==> src/rtl/uart_tx_pkg.sv <==
// Shared types and constants for the UART transmit framer.
package uart_tx_pkg;

    typedef enum logic [2:0] {
        IDLE,
        START,
        DATA,
        PARITY,
        STOP
    } state_t;

    // Line-driver select codes for the registered TX output
    typedef enum logic [1:0] {
        SEL_START  = 2'b00,
        SEL_DATA   = 2'b01,
        SEL_PARITY = 2'b10,
        SEL_STOP   = 2'b11
    } tx_sel_t;

    localparam logic PAR_EVEN = 1'b0;
    localparam logic PAR_ODD  = 1'b1;

endpackage

==> src/rtl/uart_tx_parity_calc.sv <==
// Combinational parity generator over the latched payload.
module uart_tx_parity_calc
    import uart_tx_pkg::*;
#(
    parameter int DATA_WIDTH = 8
) (
    input  logic [DATA_WIDTH-1:0] data,
    input  logic                  par_typ,
    output logic                  par_bit
);

    assign par_bit = (^data) ^ (par_typ == PAR_ODD);

endmodule

==> src/rtl/uart_tx_framer.sv <==
// UART transmit framer: start, payload, optional parity, stop bits; one bit per CLK.
module uart_tx_framer
    import uart_tx_pkg::*;
#(
    parameter int DATA_WIDTH = 8,
    parameter int STOP_BITS  = 1,
    parameter int LSB_FIRST  = 1
) (
    input  logic                  CLK,
    input  logic                  RST,
    input  logic [DATA_WIDTH-1:0] P_DATA,
    input  logic                  DATA_VALID,
    input  logic                  PAR_EN,
    input  logic                  PAR_TYP,
    output logic                  TX_OUT,
    output logic                  BUSY,
    output logic                  READY
);

    localparam int CNT_W = $clog2(DATA_WIDTH);
    localparam logic [CNT_W-1:0] LAST_BIT  = CNT_W'(DATA_WIDTH - 1);
    localparam logic [CNT_W-1:0] LAST_STOP = CNT_W'(STOP_BITS - 1);

    state_t                state, state_n;
    tx_sel_t               sel;
    logic [CNT_W-1:0]      cnt, cnt_n;
    logic [DATA_WIDTH-1:0] data_q;
    logic                  par_en_q;
    logic                  par_typ_q;
    logic                  par_bit;
    logic                  tx_q, tx_n;
    logic                  accept;
    logic                  last_stop;

    uart_tx_parity_calc #(
        .DATA_WIDTH(DATA_WIDTH)
    ) u_parity (
        .data   (data_q),
        .par_typ(par_typ_q),
        .par_bit(par_bit)
    );

    function automatic logic payload_bit(input logic [DATA_WIDTH-1:0] d,
                                         input logic [CNT_W-1:0]      idx);
        if (LSB_FIRST != 0)
            return d[idx];
        return d[LAST_BIT - idx];
    endfunction

    // The counter indexes payload bits in DATA and is reused to count stop bits in STOP
    assign last_stop = (state == STOP) && (cnt == LAST_STOP);
    assign READY     = (state == IDLE) || last_stop;
    assign BUSY      = (state != IDLE);
    assign accept    = DATA_VALID && READY;
    assign TX_OUT    = tx_q;

    always_comb begin
        state_n = state;
        cnt_n   = cnt;
        sel     = SEL_STOP;
        unique case (state)
            IDLE: begin
                if (accept) begin
                    state_n = START;
                    sel     = SEL_START;
                end
            end
            START: begin
                state_n = DATA;
                cnt_n   = '0;
                sel     = SEL_DATA;
            end
            DATA: begin
                if (cnt == LAST_BIT) begin
                    cnt_n = '0;
                    if (par_en_q) begin
                        state_n = PARITY;
                        sel     = SEL_PARITY;
                    end else begin
                        state_n = STOP;
                    end
                end else begin
                    cnt_n = cnt + CNT_W'(1);
                    sel   = SEL_DATA;
                end
            end
            PARITY: begin
                state_n = STOP;
            end
            STOP: begin
                if (last_stop) begin
                    cnt_n = '0;
                    if (accept) begin
                        state_n = START;
                        sel     = SEL_START;
                    end else begin
                        state_n = IDLE;
                    end
                end else begin
                    cnt_n = cnt + CNT_W'(1);
                end
            end
            default: begin
                state_n = IDLE;
            end
        endcase
    end

    // The line register loads the bit belonging to the next state, so the
    // start bit appears on the same edge that accepts the request
    always_comb begin
        tx_n = 1'b1;
        unique case (sel)
            SEL_START:  tx_n = 1'b0;
            SEL_DATA:   tx_n = payload_bit(data_q, cnt_n);
            SEL_PARITY: tx_n = par_bit;
            default:    tx_n = 1'b1;
        endcase
    end

    always_ff @(posedge CLK or negedge RST) begin
        if (!RST) begin
            state     <= IDLE;
            cnt       <= '0;
            tx_q      <= 1'b1;
            data_q    <= '0;
            par_en_q  <= 1'b0;
            par_typ_q <= 1'b0;
        end else begin
            state <= state_n;
            cnt   <= cnt_n;
            tx_q  <= tx_n;
            if (accept) begin
                data_q    <= P_DATA;
                par_en_q  <= PAR_EN;
                par_typ_q <= PAR_TYP;
            end
        end
    end

endmodule
==> config.mk <==
export PLATFORM = sky130hd
export DESIGN_NAME = uart_tx_framer
export DESIGN_NICKNAME = d
export VERILOG_FILES = /design/src/rtl/uart_tx_pkg.sv /design/src/rtl/uart_tx_parity_calc.sv /design/src/rtl/uart_tx_framer.sv
export SDC_FILE = /design/constraint.sdc
export NUM_CORES = 1
export LEC_CHECK = 0
export CORE_UTILIZATION = 48
export DETAILED_ROUTE_END_ITERATION = 7
export PLACE_DENSITY = 0.72
export SKIP_LAST_GASP = 1
export SLEW_MARGIN = 20
export SYNTH_ARGS = -nofsm -noshare
export SYNTH_HDL_FRONTEND = slang
export SYNTH_SLANG_ARGS = --single-unit
==> constraint.sdc <==
create_clock -name CLK -period 4 [get_ports CLK]
set_input_delay 1 -clock CLK [delete_from_list [all_inputs] [get_ports CLK]]
set_output_delay 1 -clock CLK [all_outputs]
set_load 0.03 [all_outputs]
==> reports/results.tsv <==
stage	metric	value	unit
status	status	finished clean	
worst_setup_path	Worst Path Max Fanout	7	
clock_network	post-CTS setup buffers	0	
clock_network	root buffer cell	clkbuf_4	
drt	Vias	769	
global_route	GR peak layer	met2	
power	power per cell area	945	nW/µm²
sta	total negative slack	0	ns
final_layout	fillcell total	177	
synthesis	Async SR Flop Fraction	100	%
place	PortBufs	15	
sta	Worst-Margin Slew	0.774	ns
final_layout	commonest cells after routing, fill and taps aside	16 x dfrtp_1, 15 x clkdlybuf4s50_1, 10 x mux2_1, 7 x xnor2_1	
sta	Peak Freq	333	MHz
floorplanning	Die Width	49.6	µm
final_layout	number of antenna diodes	0	
final_layout	commonest non-fill, non-tap cell in the layout	dfrtp_1	
floorplanning	height of the die	49.6	µm
synthesis	Yosys warnings	0	
floorplanning	placeable core area	2040	µm²
sta	RSZ-0062 raised after global routing	no	
power	Leakage	0.557	nW
global_route	first-pass GRT wire length	3.59	mm
global_route	pin count of the biggest net entering global routing	18	
clock_network	cts repair resizes	0	
floorplanning	# rows	16	
sta	Final Max Slew Viols	0	
worst_setup_path	Critical Path Source Type	register	
synthesis	simple-gate share of the synthesized area	16.5	%
place	Post-DP HPWL	1.50	mm
clock_network	clock buffer depth	2	
sta	Final period util	75.1	%
global_route	met3 Use GR	4.01	%
sta	Worst slew margin	48.3	%
worst_setup_path	critical path required time	3.00	ns
synthesis	EDFF count, synth	0	
worst_setup_path	Critical Path End Type	primary output	
clock_network	H-tree levels	1	
place	Post-DP Area	1240	µm²
floorplanning	die area	2460	µm²
worst_setup_path	Worst EP arrival	2.00	ns
drt	DRT Pass-1 Iters	4	
synthesis	mux cell area share after synthesis	14.0	%
clock_network	Clk pin slew, worst setup/hold paths	0.10	ns
drt	via/cell ratio	5.45	
final_layout	Design Area, Final	1270	µm²
clock_network	hold buffer count at CTS	0	
final_layout	layout cell share with drive strength beyond 1	14.9	%
worst_hold_path	HP Class	reg2reg	
worst_setup_path	Crit Path Category	reg2out	
global_route	total grt overflow	0	
synthesis	Post-Synth XOR/XNOR Area	6.44	%
final_layout	Register Area	427	µm²
synthesis	Seq/Total Area, Yosys	39.2	%
synthesis	syn nets	115	
final_layout	Area Overhead vs Synth	16.9	%
global_route	met2 Track Usage GR	32.9	%
drt	post-DR wirelength/cell	13.7	µm
power	Worst VDD drop	459	µV
place	Placer Congestion	0.861	
synthesis	synth unique cells	39	
clock_network	Worst-Skew Late Latency	0.29	ns
synthesis	Synth Area in Compound Gates	15.0	%
clock_network	total CTS buffers	3	
drt	DRC violations left	0	
synthesis	Seq cells post-synth	17	
final_layout	Multi-input gate area	612	µm²
sta	Period minus WS final	3.00	ns
sta	Hold Slack	0.529	ns
synthesis	Synth Area in Adders	4.37	%
clock_network	TritonCTS clock tree	yes	
global_route	initial antenna violation count	0	
sta	clk_skew	0.00333	ns
sta	endpoints failing setup	0	
synthesis	Mean Syn Cell Area	11.0	µm²
final_layout	Final #Nets	131	
floorplanning	initial cell density of the core	53.2	%
global_route	GRT met1 Usage	23.6	%
drt	final WL	1.94	mm
drt	ANT nets after route	0	
global_route	GR Util All Layers	19.4	%
sta	Final Hold Viols	0	
synthesis	Syn Inst Count	99	
synthesis	mapped cell area	1090	µm²
synthesis	top_reg_cell synth	dfrtp_1	
run	max cap viols	0	
global_route	vias in the first global route	805	
clock_network	clock sinks	17	
floorplanning	# IOs	16	
drt	initial drt markers	14	
synthesis	main combinational cell family by area after synthesis	simple AND/OR/NAND/NOR gates	
power	Power Total	1.20	mW
==> Yosys cell counts (2+ instances only) <==
cell type  number  area, µm²
dfrtp_1        16        400
mux2_1         10        113
xnor2_1         7       61.3
inv_1           5       18.8
nor2b_1         5       31.3
a21oi_1         4       20.0
mux2i_1         4       40.0
nand2_1         4       15.0
buf_2           3       15.0
ha_1            3       37.5
nand2b_1        3       18.8
nor2_1          3       11.3
o21ai_0         3       15.0
nand3_2         2       20.0
nand4bb_1       2       22.5
nor3_1          2       10.0
==> layout make-up <==
cell class                      count  area share, %
Tap cell                           27           2.66
Timing Repair Buffer               15           11.8
Sequential cell                    17           33.6
Inverter                            6           1.77
Multi-Input combinational cell     72           48.1
Clock buffer                        4           2.07
==> where the power goes <==
part | switching, mW | total [mW] | internal, mW
Clock | 0.0543 | 0.0931 | 0.0388
Sequential | 0.119 | 0.381 | 0.262
Combinational | 0.346 | 0.728 | 0.382
Total | 0.519 | 1.20 | 0.683
==> worst paths after layout <==
| kind | startpoint | slack, ns | to | cells past startpoint |
|---|---|---|---|---|
| setup / recovery | cnt[0]$_DFF_PN0_ | 1.0 | READY | 5 |
| hold / removal | par_typ_q$_DFFE_PN0N_ | 0.53 | par_typ_q$_DFFE_PN0N_ | 1 |
| setup reg to reg | cnt[0]$_DFF_PN0_ | 1.90 | TX_OUT$_DFF_PN1_ | 8 |
| hold reg to reg | par_typ_q$_DFFE_PN0N_ | 0.53 | par_typ_q$_DFFE_PN0N_ | 1 |
| max in group asynchronous | RST | 2.37 | data_q[4]$_DFFE_PN0N_ | 1 |
| min in group asynchronous | RST | 1.15 | data_q[5]$_DFFE_PN0N_ | 1 |
==> registers in the layout, indices dropped and copies added (netlist names) <==
signal	cells
par_en_q	1
data_q	8
TX_OUT	1
state	3
cnt	3
par_typ_q	1
==> per-layer routing <==
layer	share of wire, %	wire length [µm]
met1	46	898
met2	49	953
met3	2.6	50
met4	1.7	32
met5	0	0
==> metrics by stage <==
step	worst slack [ns]	std cells	utilization, %
finish	0.996	141	62.3
global route	0.868	141	62.3
CTS	0.977	141	62.3
detailed placement	1.32	137	61.0
global placement	1.33	137	61.0
floorplan	1.70	99	-
==> critical path, cell delays in order, from the launching register on <==
cell and delay, ns:
dfrtp_1 0.48, inv_1 0.09, ha_1 0.20, nand2b_4 0.07, a21boi_1 0.18, clkdlybuf4s50_1 0.69
==> cells by family after synthesis <==
group                    Yosys count
flip-flops                        17
adder cells (fa/ha/maj)            4
buffers and inverters             10
AO/OA/AOI/OAI                     19
AND/OR/NAND/NOR                   27
XOR/XNOR                           8
multiplexers                      14
Note: power is estimated with default switching activity, not from simulation.
